===== src/rtl/solver_pkg.sv =====
// ---------------------------------------------------------------------------
// solver_pkg
// Shared types and constants for the solver scheduler slice.
//   OP_W      : width of one operand vector {a,b,c,d,e}
//   MAX_NREQ  : largest supported requester count
//   ID_W      : tag id width, wide enough for any supported requester count
//   CNT_W     : width of the per-requester in-flight counters
//   operand_t : one operand vector, a is the MSB
//   tag_t     : per-stage tag travelling alongside the solver pipeline
// ---------------------------------------------------------------------------
package solver_pkg;

   localparam int OP_W     = 5;
   localparam int MAX_NREQ = 8;
   localparam int ID_W     = $clog2(MAX_NREQ);
   localparam int CNT_W    = 3;

   typedef struct packed {
      logic a;
      logic b;
      logic c;
      logic d;
      logic e;
   } operand_t;

   typedef struct packed {
      logic            valid;
      logic [ID_W-1:0] id;
   } tag_t;

endpackage


===== src/rtl/solver_sched_if.sv =====
// ---------------------------------------------------------------------------
// solver_sched_if
// Requester and response handshake bundle of the solver scheduler.
//   req_valid  : requester i has an operand vector
//   req_data   : vector i at bits [5i+4:5i], order {a,b,c,d,e}
//   req_ready  : one-hot grant from the scheduler
//   resp_valid : result available
//   resp_id    : originating requester of the result
//   resp_f     : solver result
//   resp_ready : consumer accepts the result
// Modports: master = requesters/consumer side, slave = scheduler side.
// ---------------------------------------------------------------------------
interface solver_sched_if
   import solver_pkg::*;
#(
   parameter int NREQ = 4
);

   logic [NREQ-1:0]         req_valid;
   logic [OP_W*NREQ-1:0]    req_data;
   logic [NREQ-1:0]         req_ready;
   logic                    resp_valid;
   logic [$clog2(NREQ)-1:0] resp_id;
   logic                    resp_f;
   logic                    resp_ready;

   modport master (
      output req_valid,
      output req_data,
      output resp_ready,
      input  req_ready,
      input  resp_valid,
      input  resp_id,
      input  resp_f
   );

   modport slave (
      input  req_valid,
      input  req_data,
      input  resp_ready,
      output req_ready,
      output resp_valid,
      output resp_id,
      output resp_f
   );

endinterface


===== src/rtl/rr_arbiter.sv =====
// ---------------------------------------------------------------------------
// rr_arbiter
// Combinational round-robin arbiter. The winner is the first requesting
// index after last_grant, wrapping modulo NREQ.
//   req        : in  NREQ        candidate vector
//   enable     : in  1           when low no grant is issued
//   last_grant : in  clog2(NREQ) index granted most recently
//   grant      : out NREQ        one-hot grant
//   grant_idx  : out clog2(NREQ) encoded winner (0 when no grant)
// ---------------------------------------------------------------------------
module rr_arbiter #(
   parameter int NREQ = 4
) (
   input  logic [NREQ-1:0]         req,
   input  logic                    enable,
   input  logic [$clog2(NREQ)-1:0] last_grant,
   output logic [NREQ-1:0]         grant,
   output logic [$clog2(NREQ)-1:0] grant_idx
);

   localparam int IDX_W = $clog2(NREQ);

   logic             found;
   logic [IDX_W-1:0] idx;

   // Walk the requesters starting just after last_grant; k = NREQ revisits
   // last_grant itself so a lone requester can be granted repeatedly.
   always_comb begin
      grant     = '0;
      grant_idx = '0;
      found     = 1'b0;
      idx       = '0;
      for (int k = 1; k <= NREQ; k++) begin
         idx = IDX_W'((int'(last_grant) + k) % NREQ);
         if (enable && !found && req[idx]) begin
            found      = 1'b1;
            grant[idx] = 1'b1;
            grant_idx  = idx;
         end
      end
   end

endmodule


===== src/rtl/solver_sched.sv =====
// ---------------------------------------------------------------------------
// solver_sched
// Shares one pipelined solver among NREQ requesters. One operand vector is
// granted per cycle round-robin, registered onto sol_a..sol_e, and tagged
// with its requester id. The tag travels alongside the solver pipeline and
// reappears with sol_f as the response. A stalled response freezes the whole
// pipeline, including the solver via sol_load.
//   clock       : in  single clock, rising edge
//   clear_n     : in  synchronous active-low reset
//   bus         : slave side of solver_sched_if (requests and responses)
//   sol_a..e    : out operand bits to the solver
//   sol_f       : in  solver result
//   sol_load    : out solver load/advance enable
//   sol_clear   : out solver clear, active-high, follows clear_n directly
// ---------------------------------------------------------------------------
module solver_sched
   import solver_pkg::*;
#(
   parameter int NREQ         = 4,
   parameter int SOLVER_DEPTH = 2,
   parameter int MAX_OUT      = 2
) (
   input  logic          clock,
   input  logic          clear_n,
   solver_sched_if.slave bus,
   output logic          sol_a,
   output logic          sol_b,
   output logic          sol_c,
   output logic          sol_d,
   output logic          sol_e,
   input  logic          sol_f,
   output logic          sol_load,
   output logic          sol_clear
);

   localparam int               RID_W   = $clog2(NREQ);
   localparam logic [CNT_W-1:0] MAX_CNT = CNT_W'(MAX_OUT);

   operand_t         op_reg;
   operand_t         win_op;
   tag_t             tag_pipe [SOLVER_DEPTH+1];
   logic [CNT_W-1:0] outstanding [NREQ];
   logic [RID_W-1:0] last_grant;
   logic [NREQ-1:0]  candidates;
   logic [NREQ-1:0]  grant;
   logic [RID_W-1:0] grant_idx;
   logic             advance;
   logic             arb_en;
   logic             resp_hs;

   // A result that is offered but not taken holds every stage in place.
   assign advance   = !(bus.resp_valid && !bus.resp_ready);
   assign resp_hs   = bus.resp_valid && bus.resp_ready;
   assign arb_en    = advance && clear_n;
   assign sol_load  = advance;
   assign sol_clear = !clear_n;

   // Requesters that already have MAX_OUT vectors in flight sit out.
   always_comb begin
      candidates = '0;
      for (int i = 0; i < NREQ; i++) begin
         candidates[i] = bus.req_valid[i] && (outstanding[i] < MAX_CNT);
      end
   end

   rr_arbiter #(
      .NREQ (NREQ)
   ) u_arbiter (
      .req        (candidates),
      .enable     (arb_en),
      .last_grant (last_grant),
      .grant      (grant),
      .grant_idx  (grant_idx)
   );

   assign bus.req_ready = grant;

   // Select the winning operand vector with the one-hot grant.
   always_comb begin
      win_op = '0;
      for (int i = 0; i < NREQ; i++) begin
         if (grant[i]) begin
            win_op = operand_t'(bus.req_data[OP_W*i +: OP_W]);
         end
      end
   end

   // Operand register, tag pipe and arbitration pointer. Without an accept
   // the operands keep their old value and a bubble enters stage 0.
   always_ff @(posedge clock) begin
      if (!clear_n) begin
         op_reg     <= '0;
         last_grant <= RID_W'(NREQ - 1);
         for (int k = 0; k <= SOLVER_DEPTH; k++) begin
            tag_pipe[k] <= '0;
         end
      end else if (advance) begin
         if (|grant) begin
            op_reg      <= win_op;
            tag_pipe[0] <= '{valid: 1'b1, id: ID_W'(grant_idx)};
            last_grant  <= grant_idx;
         end else begin
            tag_pipe[0] <= '0;
         end
         for (int k = 1; k <= SOLVER_DEPTH; k++) begin
            tag_pipe[k] <= tag_pipe[k-1];
         end
      end
   end

   // In-flight counters. Candidates are already capped at MAX_OUT and the
   // decrement is guarded, so the counter can neither overflow nor wrap.
   always_ff @(posedge clock) begin
      if (!clear_n) begin
         for (int i = 0; i < NREQ; i++) begin
            outstanding[i] <= '0;
         end
      end else begin
         for (int i = 0; i < NREQ; i++) begin
            if (grant[i] && !(resp_hs && tag_pipe[SOLVER_DEPTH].id == ID_W'(i))
                && outstanding[i] < MAX_CNT) begin
               outstanding[i] <= outstanding[i] + 1'b1;
            end else if (!grant[i] && resp_hs && tag_pipe[SOLVER_DEPTH].id == ID_W'(i)
                         && outstanding[i] != '0) begin
               outstanding[i] <= outstanding[i] - 1'b1;
            end
         end
      end
   end

   assign sol_a = op_reg.a;
   assign sol_b = op_reg.b;
   assign sol_c = op_reg.c;
   assign sol_d = op_reg.d;
   assign sol_e = op_reg.e;

   assign bus.resp_valid = tag_pipe[SOLVER_DEPTH].valid;
   assign bus.resp_id    = tag_pipe[SOLVER_DEPTH].id[RID_W-1:0];
   assign bus.resp_f     = sol_f;

endmodule

===== src/flat_wrapper.sv =====
// flat-port wrapper written by rule: the top's interface ports become plain ports
module solver_sched_flat import solver_pkg::*;
#(
   parameter int NREQ         = 4,
   parameter int SOLVER_DEPTH = 2,
   parameter int MAX_OUT      = 2
)
  (clock, clear_n, sol_a, sol_b, sol_c, sol_d, sol_e, sol_f, sol_load, sol_clear, bus_req_valid, bus_req_data, bus_resp_ready, bus_req_ready, bus_resp_valid, bus_resp_id, bus_resp_f);
  solver_sched_if #(.NREQ(NREQ)) bus_i ();
  input  logic clock;
  input  logic clear_n;
  output logic sol_a;
  output logic sol_b;
  output logic sol_c;
  output logic sol_d;
  output logic sol_e;
  input  logic sol_f;
  output logic sol_load;
  output logic sol_clear;
  input wire logic [$bits(bus_i.req_valid)-1:0] bus_req_valid;
  input wire logic [$bits(bus_i.req_data)-1:0] bus_req_data;
  input wire logic [$bits(bus_i.resp_ready)-1:0] bus_resp_ready;
  output wire logic [$bits(bus_i.req_ready)-1:0] bus_req_ready;
  output wire logic [$bits(bus_i.resp_valid)-1:0] bus_resp_valid;
  output wire logic [$bits(bus_i.resp_id)-1:0] bus_resp_id;
  output wire logic [$bits(bus_i.resp_f)-1:0] bus_resp_f;
  assign bus_i.req_valid = bus_req_valid;
  assign bus_i.req_data = bus_req_data;
  assign bus_i.resp_ready = bus_resp_ready;
  assign bus_req_ready = bus_i.req_ready;
  assign bus_resp_valid = bus_i.resp_valid;
  assign bus_resp_id = bus_i.resp_id;
  assign bus_resp_f = bus_i.resp_f;
  solver_sched #(.NREQ(NREQ), .SOLVER_DEPTH(SOLVER_DEPTH), .MAX_OUT(MAX_OUT)) u_core (.clock(clock), .clear_n(clear_n), .bus(bus_i), .sol_a(sol_a), .sol_b(sol_b), .sol_c(sol_c), .sol_d(sol_d), .sol_e(sol_e), .sol_f(sol_f), .sol_load(sol_load), .sol_clear(sol_clear));
endmodule

===== config.mk =====
export PLATFORM = sky130hd
export DESIGN_NAME = solver_sched_flat
export DESIGN_NICKNAME = d
export VERILOG_FILES = /design/src/rtl/solver_pkg.sv /design/src/rtl/solver_sched_if.sv /design/src/rtl/rr_arbiter.sv /design/src/rtl/solver_sched.sv /design/src/flat_wrapper.sv
export SDC_FILE = /design/constraint.sdc
export NUM_CORES = 1
export LEC_CHECK = 0
export ABC_CLOCK_PERIOD_IN_PS = 3600
export CAP_MARGIN = 30
export CORE_MARGIN = 1.5
export CORE_UTILIZATION = 43
export DETAILED_ROUTE_END_ITERATION = 10
export PLACE_DENSITY = 0.69
export SYNTH_ARGS = -nofsm -noshare
export SYNTH_HDL_FRONTEND = slang
export SYNTH_HIERARCHICAL = 1
export SYNTH_SLANG_ARGS = --single-unit

===== constraint.sdc =====
create_clock -name clock -period 3.6 [get_ports clock]
set_clock_uncertainty 0.15 [all_clocks]
set_input_delay 0.36 -clock clock [delete_from_list [all_inputs] [get_ports clock]]
set_output_delay 0.36 -clock clock [all_outputs]
set_load 0.01 [all_outputs]

==> results of run 1 <==
-- metrics by stage --
stage                     hold slack [ns]  utilization, %
after floorplan                     0.343               -
after global placement              0.318            55.7
after detailed placement            0.318            55.7
after CTS                           0.338            57.1
after global routing                0.355            58.2
final                               0.332            58.2
-- power groups by stage --
| stage | clock network (W) | logic, W | registers (W) |
|---|---|---|---|
| after global routing | 0.000242 | 0.000872 | 0.000467 |
| final | 0.000226 | 0.000788 | 0.000457 |
| after detailed placement | 0 | 0.000752 | 0.000466 |
| after CTS | 0.000229 | 0.000758 | 0.000458 |
| after floorplan | 0 | 0.000491 | 0.000474 |
| after global placement | 0 | 0.000751 | 0.000464 |
-- sequential cells by signal, summed over array words and instances, names as in the netlist --
signal / flops
u_core/sol_c: 1
u_core/outstanding: 12
u_core/sol_e: 1
u_core/sol_b: 1
u_core/tag_pipe: 9
u_core/last_grant: 2
u_core/sol_d: 1
u_core/sol_a: 1
-- metal layers --
layer / global-route usage [%] / vias to the layer above
met5: 0 / -
li1: - / 933
met3: 2.33 / 8
met1: 30.5 / 851
met4: 6.79 / 0
met2: 30.8 / 36
-- cell families (layout without fill, tap and decap cells) --
group | count (synthesis) | after routing | synth area share, %
AOI/OAI and AO/OA | 44 | 44 | 16.0
xor gates and xnor gates | 3 | 3 | 1.22
adders and majority gates | 13 | 13 | 8.63
buffers and inverters | 29 | 80 | 6.53
DFF | 28 | 28 | 35.9
muxes | 8 | 8 | 6.12
and+or+nand+nor | 91 | 91 | 25.5
-- worst max-delay path, delay by kind of cell, from the launching register on --
| family | cells | cell delay (ns) |
|---|---|---|
| muxes | 1 | 0.49 |
| buffers and inverters | 3 | 0.87 |
| DFF | 1 | 0.42 |
| and+or+nand+nor | 3 | 0.43 |
| AOI/OAI and AO/OA | 2 | 0.40 |
-- what timing repair did --
| item | 4_1_cts | 5_1_grt |
|---|---|---|
| buffers inserted | 0 | 6 |
| setup endpoints to repair | 0 | 12 |
| resized for setup | 0 | 3 |
-- layout make-up --
| cell class | count | area share, % |
|---|---|---|
| Multi-Input combinational cell | 159 | 44.8 |
| Timing Repair Buffer | 58 | 19.4 |
| Clock buffer | 4 | 2.40 |
| Sequential cell | 28 | 27.9 |
| Inverter | 18 | 2.53 |
| Tap cell | 67 | 3.03 |
-- worst min-delay path by stage --
stage	endpoint	start	depth (start not counted)	slack (ns)
after floorplan	u_core/sol_b$_SDFFE_PN0N_	u_core/sol_b$_SDFFE_PN0N_	2	0.34
after global placement	u_core/sol_b$_SDFFE_PN0N_	u_core/sol_b$_SDFFE_PN0N_	2	0.32
after detailed placement	u_core/sol_d$_SDFFE_PN0N_	u_core/sol_d$_SDFFE_PN0N_	2	0.32
after CTS	u_core/sol_d$_SDFFE_PN0N_	u_core/sol_d$_SDFFE_PN0N_	2	0.34
after global routing	u_core/sol_c$_SDFFE_PN0N_	u_core/sol_c$_SDFFE_PN0N_	2	0.35
final	u_core/sol_b$_SDFFE_PN0N_	u_core/sol_b$_SDFFE_PN0N_	2	0.33
-- Yosys cell counts (all sizes together), types with 4 or more instances --
cell type,n
nand3,19
or3,6
nor2b,5
a221oi,5
and2,7
mux4,4
a21boi,4
edfxtp,21
nand2,16
o22ai,5
ha,10
o21ai,5
buf,8
nand3b,4
nor2,8
a211oi,7
inv,18
dfxtp,7
o32ai,8
nand4,5
a221o,4
and3,8
==> flow_summary.json, run 1 <==
{
  "buffer_ports.inserted": 40,
  "met3WireLength_um": 143,
  "effective_utilization_at_floorplan_pct": 45.1,
  "setup_tns_ns": 0,
  "period_share_pct": 94.6,
  "post_synth_main_area_contributors": "edfxtp_1 29%, dfxtp_1 6.5%, ha_1 5.8%",
  "hold_violations": 0,
  "net_sw_power_w": 0.000549,
  "setup_viol": 0,
  "layout.filler_cells": 425,
  "fp.dieArea_mm2": 0.00542,
  "startpoint_type_of_the_worst_setup_path": "register",
  "post_synth.cell_area_avg_um2": 9.93,
  "layout-area-overhead-vs-synth_pct": 28.9,
  "grt_antenna_before_repair": 0,
  "cts_buffers": 3,
  "seq_power_share_pct": 31.1,
  "clk-insertion-delay-late_ns": 0.28,
  "yosys.area.top_type_share_pct": 29.4,
  "timing.reg2reg.setup_slack_ns": 0.25,
  "detailed_place_hpwl_mm": 3.85,
  "remaining_drc_errors": 0,
  "tritoncts": "built",
  "post_synth_num_cell_types": 53,
  "clock_path_buffers": 2,
  "power.switching_fraction_pct": 37.3,
  "grt-ovfl-total": 0,
  "pre_cts_ws_ns": 0.0115,
  "static-leakage-power_nw": 1.04,
  "cpPeakStageDelay_ns": 0.53,
  "cell_rows": 25,
  "worstReg2RegEnd": "u_core/outstanding[0][8]$_SDFFCE_PN0P_",
  "cell_internal_pwr_w": 0.000922,
  "syn-cell-area_mm2": 0.00215,
  "number_of_global_route_vias_before_repair": 1762,
  "max_cap_viol_count": 0,
  "fin_cells": 334,
  "timing.critical_path.to": "bus_req_ready[0]",
  "number_of_inserted_diodes": 0,
  "run_status": "finished, final reports clean",
  "maximum_number_of_pins_on_one_net_before_global_route_repair": 30,
  "grt_setup_unrepaired": "no",
  "wl_met2_mm": 2.29,
  "io_pins": 43,
  "cell_taking_the_most_area_after_synthesis": "edfxtp_1",
  "die_height_um": 73.6,
  "grt_util_all_layers_pct": 20.5,
  "synthesis.nets": 257,
  "met1_length_mm": 2.46,
  "worstRegToRegCells": 14,
  "fin_area_mm2": 0.00277,
  "ys.warnings.count": 6,
  "postRouteAntennaNets": 0,
  "power.density_mw_per_mm2": 532,
  "grt_first_pass_wirelength_mm": 8.54,
  "clock_root_cell": "clkbuf_8",
  "placed_cells_incl_taps": 324,
  "drt-vias-per-instance": 5.47,
  "timing.critical_path.cells": "nor2_2 > and2_1 > mux4_2 > buf_4 > nand3b_1 > a21boi_1 > a221o_1 > buf_4 > clkdlybuf4s50_1",
  "ys_ff_latch": 28,
  "worst_path_setup_slack_after_routing_ns": 0.195,
  "cp_most_frequent_cell": "buf_4",
  "commonest_non_fill_non_tap_cells_in_the_layout": "40 x clkdlybuf4s50_1, 21 x edfxtp_1, 18 x buf_4, 18 x nand3_1",
  "design.core.area_mm2": 0.00475,
  "die_width_um": 73.6,
  "wl_mm": 4.99,
  "crit_required_ns": 3.09,
  "placed_cell_area_mm2": 0.00265,
  "path_clk_slew_ns": 0.10,
  "layout-drive-gt1-share_pct": 15.7,
  "layout_commonest_cell": "clkdlybuf4s50_1",
  "synth_seq_area_share_pct": 35.9,
  "worst_slew_pin_slew_ns": 0.455,
  "synthCells": 216,
  "worst_hold_path_type": "register to register",
  "irDropWorstVdd_uv": 365,
  "clock_sink_count": 28,
  "drt_first_iter_violations": 134,
  "fin_crit_ns": 3.41,
  "total_power_w": 0.00147,
  "length_of_the_first_detailed_routing_pass_in_iterations": 4,
  "clock_tree.htree_level_count": 1,
  "cp.arrival_ns": 2.90,
  "critical_path_maximum_fanout": 11,
  "postSynth.asyncResetShare_pct": 0,
  "share_comb_of_total_power_pct": 53.6,
  "power.clock.fraction_pct": 15.3,
  "synth_edf_count": 21,
  "drt-wirelength-per-cell_um": 15.0,
  "worstSetupStartpoint": "u_core/outstanding[0][11]$_DFFE_PP_",
  "gp_congestion": 0.880,
  "layout.nets": 309,
  "critPathCaptureType": "output port",
  "max_clock_freq_ghz": 0.294,
  "rr_startpoint": "u_core/outstanding[0][11]$_DFFE_PP_",
  "final_slew_viol_count": 0,
  "worst_path_max_delay_cell": "clkdlybuf4s50_1",
  "synth_flop_cell": "edfxtp_1",
  "post_cts_hold_buffer_count": 0,
  "uppermost_routed_layer": "met4",
  "dr_total_vias": 1828,
  "timing_worst_setup_path_type": "register to output port",
  "multi_input_comb_area_mm2": 0.00124,
  "sequential_cell_area_um2": 771,
  "slew-limit-headroom_pct": 69.4
}
(Power assumes the default switching activity.)
==> inputs of run 2 (changes only) <==
--- a/config.mk
+++ b/config.mk
@@ -10,7 +10,8 @@
 export CORE_MARGIN = 1.5
 export CORE_UTILIZATION = 43
 export DETAILED_ROUTE_END_ITERATION = 10
-export PLACE_DENSITY = 0.69
+export PLACE_DENSITY = 0.67
+export SETUP_SLACK_MARGIN = 0.2
 export SYNTH_ARGS = -nofsm -noshare
 export SYNTH_HDL_FRONTEND = slang
 export SYNTH_HIERARCHICAL = 1
==> flow_summary.json, run 2 (synthesis results as in run 1) <==
{
  "run_status": "finished, final reports clean",
  "buffer_ports.inserted": 40,
  "number_of_global_route_vias_before_repair": 1774,
  "clock_tree.htree_level_count": 1,
  "total_power_w": 0.00148,
  "cts_buffers": 3,
  "setup_tns_ns": 0,
  "biggestRegsByFlops": "u_core/outstanding x12, u_core/tag_pipe x9, u_core/last_grant x2",
  "drt_first_iter_violations": 145,
  "wl_mm": 5.43,
  "cp.arrival_ns": 2.83,
  "commonest_non_fill_non_tap_cells_in_the_layout": "39 x clkdlybuf4s50_1, 21 x buf_4, 21 x edfxtp_1",
  "drt-vias-per-instance": 5.59,
  "drt-wirelength-per-cell_um": 16.1,
  "pre_cts_ws_ns": 0.00175,
  "grt_setup_unrepaired": "yes",
  "clock_path_buffers": 2,
  "clk-insertion-delay-late_ns": 0.28,
  "worst_slew_pin_slew_ns": 0.408,
  "final_slew_viol_count": 0,
  "irDropWorstVdd_uv": 336,
  "maximum_number_of_pins_on_one_net_before_global_route_repair": 30,
  "period_share_pct": 92.7,
  "hold_violations": 0,
  "static-leakage-power_nw": 1.08,
  "hold_ws_ns": 0.334,
  "power.density_mw_per_mm2": 515,
  "layout.nets": 313,
  "grt-ovfl-total": 0,
  "layout-drive-gt1-share_pct": 23.6,
  "dr_total_vias": 1891,
  "worst_path_setup_slack_after_routing_ns": 0.261,
  "rr_startpoint": "u_core/outstanding[0][10]$_DFFE_PP_",
  "clock_root_cell": "clkbuf_8",
  "clock_sink_count": 28,
  "design.core.area_mm2": 0.00475,
  "worst_hold_path_type": "register to register",
  "layout-area-overhead-vs-synth_pct": 33.6,
  "hp-start": "u_core/sol_c$_SDFFE_PN0N_",
  "tritoncts": "built",
  "die_height_um": 73.6,
  "slew-limit-headroom_pct": 72.5,
  "worstReg2RegEnd": "u_core/outstanding[0][5]$_SDFFCE_PN0P_",
  "grt_antenna_before_repair": 0,
  "fin_crit_ns": 3.34,
  "fp.dieArea_mm2": 0.00542,
  "number_of_inserted_diodes": 0,
  "grt_util_all_layers_pct": 20.7,
  "holdPathEnd": "u_core/sol_c$_SDFFE_PN0N_",
  "length_of_the_first_detailed_routing_pass_in_iterations": 4,
  "postRouteAntennaNets": 0,
  "largest_register_ff_count": 12,
  "grt_first_pass_wirelength_mm": 8.57,
  "critPathCaptureType": "output port",
  "worstRegToRegCells": 13,
  "max_cap_viol_count": 0,
  "die_width_um": 73.6,
  "hold_depth": 2,
  "remaining_drc_errors": 0,
  "path_clk_slew_ns": 0.10,
  "cell_rows": 25,
  "effective_utilization_at_floorplan_pct": 45.1,
  "post_cts_hold_buffer_count": 0,
  "max_clock_freq_ghz": 0.300,
  "critical_path_maximum_fanout": 8,
  "gp_congestion": 0.855,
  "crit_required_ns": 3.09,
  "timing_worst_setup_path_type": "register to output port",
  "startpoint_type_of_the_worst_setup_path": "register",
  "detailed_place_hpwl_mm": 4.07,
  "max_flop_register": "u_core/outstanding",
  "timing.reg2reg.setup_slack_ns": 0.29,
  "setup_viol": 0,
  "io_pins": 43,
  "layout_commonest_cell": "clkdlybuf4s50_1"
}
-- run 2: changes by cell type in the layout (fill, tap and decap cells not counted), sizes merged --
cell	change
clkdlybuf4s50	-1
dlymetal6s2s	+1
buf	+4
-- run 2: layout make-up --
| cell class | count | area [µm²] |
|---|---|---|
| clock buffer | 4 | 45.0 |
| tap | 67 | 83.8 |
| sequential | 28 | 771 |
| multi-input combinational | 159 | 1330 |
| timing repair buffer | 62 | 572 |
| fill | 424 | 1890 |
| inverter | 18 | 70.1 |
-- run 2: per-layer routing --
layer | GRT usage (%) | wire length (µm) | vias to the layer above
li1 | - | - | 928
met1 | 28.9 | 2560 | 921
met2 | 33.3 | 2670 | 34
met3 | 3.29 | 134 | 8
met4 | 5.56 | 69 | 0
met5 | 0 | 0 | -
-- run 2: worst max-delay path: stages, from the launching register on --
cell and delay (ns):
edfxtp_1 0.43, nor2_4 0.07, and2_4 0.17, mux4_2 0.55, nand3b_1 0.19, a21boi_0 0.22, a221o_1 0.19, buf_4 0.18
clkdlybuf4s50_1 0.55
-- run 2: power by group --
group | total (W) | internal (W) | leakage, nW | switching (W)
clock | 0.000173 | 0.0000793 | 0.0228 | 0.0000936
combinational | 0.000843 | 0.000416 | 0.769 | 0.000427
sequential | 0.000460 | 0.000419 | 0.291 | 0.0000407
-- run 2: how the worst max path moves through the flow --
| stage | from | endpoint | slack, ns | cells after the start |
|---|---|---|---|---|
| after detailed placement | bus_req_valid[2] | u_core/outstanding[0][5]$_SDFFCE_PN0P_ | 0.002 | 12 |
| after global routing | u_core/outstanding[0][10]$_DFFE_PP_ | u_core/outstanding[0][5]$_SDFFCE_PN0P_ | 0.12 | 13 |
| after global placement | bus_req_valid[3] | u_core/outstanding[0][5]$_SDFFCE_PN0P_ | 0.08 | 12 |
| after floorplan | u_core/last_grant[0]$_SDFFE_PN1N_ | u_core/outstanding[0][5]$_SDFFCE_PN0P_ | 0.22 | 13 |
| final | u_core/outstanding[0][10]$_DFFE_PP_ | bus_req_ready[2] | 0.26 | 8 |
| after CTS | u_core/outstanding[0][8]$_SDFFCE_PN0P_ | u_core/outstanding[0][5]$_SDFFCE_PN0P_ | 0.20 | 12 |
-- run 2: timing repair --
action,CTS,global route
pin swaps,1,5
endpoints found under the setup margin,14,14
gates resized for setup,6,22
hold endpoints to repair,0,0
buffers inserted,6,2
cloned,0,0
-- run 2: stage by stage --
stage          utilization (%)  area, µm²  instances
2_1_floorplan                -       2150        216
3_3_place_gp              56.1       2670        326
3_5_place_dp              56.1       2670        326
4_1_cts                   58.3       2770        336
5_1_grt                   60.3       2870        338
6_report                  60.3       2870        338
==> inputs of run 3 (changes only) <==
--- a/config.mk
+++ b/config.mk
@@ -5,10 +5,11 @@
 export SDC_FILE = /design/constraint.sdc
 export NUM_CORES = 1
 export LEC_CHECK = 0
-export ABC_CLOCK_PERIOD_IN_PS = 3600
+export ABC_CLOCK_PERIOD_IN_PS = 3910
 export CAP_MARGIN = 30
 export CORE_MARGIN = 1.5
 export CORE_UTILIZATION = 43
+export CTS_CLUSTER_SIZE = 24
 export DETAILED_ROUTE_END_ITERATION = 10
 export PLACE_DENSITY = 0.67
 export SETUP_SLACK_MARGIN = 0.2
==> constraint.sdc (replaced) <==
create_clock -name clock -period 3.91 [get_ports clock]
set_clock_uncertainty 0.15 [all_clocks]
set_input_delay 0.391 -clock clock [delete_from_list [all_inputs] [get_ports clock]]
set_output_delay 0.391 -clock clock [all_outputs]
set_load 0.01 [all_outputs]
==> flow_summary.json, run 3 (synthesis results as in run 1) <==
{
  "run_status": "finished, final reports clean",
  "layout-drive-gt1-share_pct": 14.2,
  "io_pins": 43,
  "drt-vias-per-instance": 5.67,
  "maximum_number_of_pins_on_one_net_before_global_route_repair": 30,
  "worst_hold_path_type": "register to register",
  "timing_worst_setup_path_type": "register to output port",
  "worstSetupStartpoint": "u_core/outstanding[0][5]$_SDFFCE_PN0P_",
  "critPathCaptureType": "output port",
  "irDropWorstVdd_uv": 352,
  "rr_startpoint": "u_core/outstanding[0][5]$_SDFFCE_PN0P_",
  "commonest_non_fill_non_tap_cells_in_the_layout": "40 x clkdlybuf4s50_1, 21 x edfxtp_1, 18 x nand3_1",
  "cell_rows": 25,
  "clock_tree.htree_level_count": 1,
  "postRouteAntennaNets": 0,
  "layout_commonest_cell": "clkdlybuf4s50_1",
  "layout.filler_cells": 435,
  "max_cap_viol_count": 0,
  "post_cts_hold_buffer_count": 0,
  "grt_antenna_before_repair": 0,
  "fin_crit_ns": 3.57,
  "max_flop_register": "u_core/outstanding",
  "worstRegToRegCells": 12,
  "buffer_ports.inserted": 40,
  "layout-area-overhead-vs-synth_pct": 26.1,
  "layout.nets": 302,
  "drt-wirelength-per-cell_um": 15.9,
  "die_width_um": 73.6,
  "tritoncts": "built",
  "grt_util_all_layers_pct": 19.1,
  "clock_root_cell": "clkbuf_8",
  "gp_congestion": 0.815,
  "timing.critical_path.to": "bus_req_ready[3]",
  "clock_path_buffers": 2,
  "detailed_place_hpwl_mm": 3.85,
  "startpoint_type_of_the_worst_setup_path": "register",
  "die_height_um": 73.6,
  "cp.arrival_ns": 3.03,
  "timing.reg2reg.setup_slack_ns": 0.40,
  "setup_tns_ns": 0,
  "crit_required_ns": 3.37,
  "dr_total_vias": 1854,
  "period_share_pct": 91.4,
  "grt-ovfl-total": 0,
  "drt_first_iter_violations": 122,
  "static-leakage-power_nw": 0.999,
  "cts_buffers": 3,
  "worst_slew_pin_slew_ns": 0.513,
  "number_of_global_route_vias_before_repair": 1675,
  "path_clk_slew_ns": 0.10,
  "slew-limit-headroom_pct": 65.5,
  "grt_first_pass_wirelength_mm": 8.00,
  "remaining_drc_errors": 0,
  "wl_mm": 5.21,
  "max_clock_freq_ghz": 0.280,
  "length_of_the_first_detailed_routing_pass_in_iterations": 4,
  "sequential_cell_area_um2": 771,
  "placed_cells_incl_taps": 319,
  "number_of_inserted_diodes": 0,
  "hold_violations": 0,
  "design.core.area_mm2": 0.00475,
  "total_power_w": 0.00131,
  "clock_sink_count": 28,
  "largest_register_ff_count": 12,
  "multi_input_comb_area_mm2": 0.00124,
  "fp.dieArea_mm2": 0.00542,
  "clk-insertion-delay-late_ns": 0.28,
  "grt_setup_unrepaired": "no",
  "worstReg2RegEnd": "u_core/outstanding[0][8]$_SDFFCE_PN0P_",
  "effective_utilization_at_floorplan_pct": 45.1,
  "fin_cells": 327,
  "critical_path_maximum_fanout": 8,
  "final_slew_viol_count": 0,
  "setup_viol": 0,
  "biggestRegsByFlops": "u_core/outstanding x12, u_core/tag_pipe x9, u_core/last_grant x2",
  "power.density_mw_per_mm2": 485
}
## run 3: area by class of cell
class / instances / area share (%)
repair buffers: 51 / 17.8
well taps: 67 / 3.10
clock buffers: 4 / 2.03
flip-flops and latches: 28 / 28.5
multi-input cells: 159 / 46.0
inverters: 18 / 2.59
## run 3: where the power goes
group | switching [W] | internal (W)
clock network | 0.0000892 | 0.0000902
logic | 0.000379 | 0.000331
registers | 0.0000369 | 0.000386
total | 0.000505 | 0.000807
## run 3: stage by stage
stage          util [%]  hold WS, ns  cell area, µm²  setup slack [ns]
3_3_place_gp       54.9        0.323            2610             0.309
2_1_floorplan         -        0.343            2150             0.498
4_1_cts            56.1        0.338            2670             0.234
6_report           56.9        0.336            2710             0.336
3_5_place_dp       54.9        0.319            2610             0.237
5_1_grt            56.9        0.365            2710             0.203
## run 3: worst min-delay path by stage
| stage | from | end | slack [ns] | cells past startpoint |
|---|---|---|---|---|
| CTS | u_core/sol_a$_SDFFE_PN0N_ | u_core/sol_a$_SDFFE_PN0N_ | 0.34 | 2 |
| floorplan | u_core/sol_b$_SDFFE_PN0N_ | u_core/sol_b$_SDFFE_PN0N_ | 0.34 | 2 |
| finish | u_core/sol_a$_SDFFE_PN0N_ | u_core/sol_a$_SDFFE_PN0N_ | 0.34 | 2 |
| global route | u_core/sol_e$_SDFFE_PN0N_ | u_core/sol_e$_SDFFE_PN0N_ | 0.36 | 2 |
| global placement | u_core/sol_a$_SDFFE_PN0N_ | u_core/sol_a$_SDFFE_PN0N_ | 0.32 | 2 |
| detailed placement | u_core/sol_d$_SDFFE_PN0N_ | u_core/sol_d$_SDFFE_PN0N_ | 0.32 | 2 |
## run 3: timing repair
| action | in CTS | in global routing |
|---|---|---|
| setup buffers | 0 | 4 |
| gates resized for setup | 0 | 4 |
| setup endpoints to repair | 0 | 6 |
## run 3: worst max-delay path: stages (launching register included)
cell and delay [ns]:
edfxtp_1 0.41, nor2_2 0.09, and2_1 0.22, mux4_2 0.56
buf_4 0.18, nand3b_1 0.14, a21boi_0 0.21, a221o_1 0.34
clkdlybuf4s50_1 0.60
## run 3: metal layers
metal / global-route usage, % / wire length [µm] / vias up
li1: - / - / 913
met1: 27.0 / 2470 / 887
met2: 30.8 / 2490 / 50
met3: 3.29 / 199 / 4
met4: 4.12 / 57 / 0
met5: 0 / 0 / -
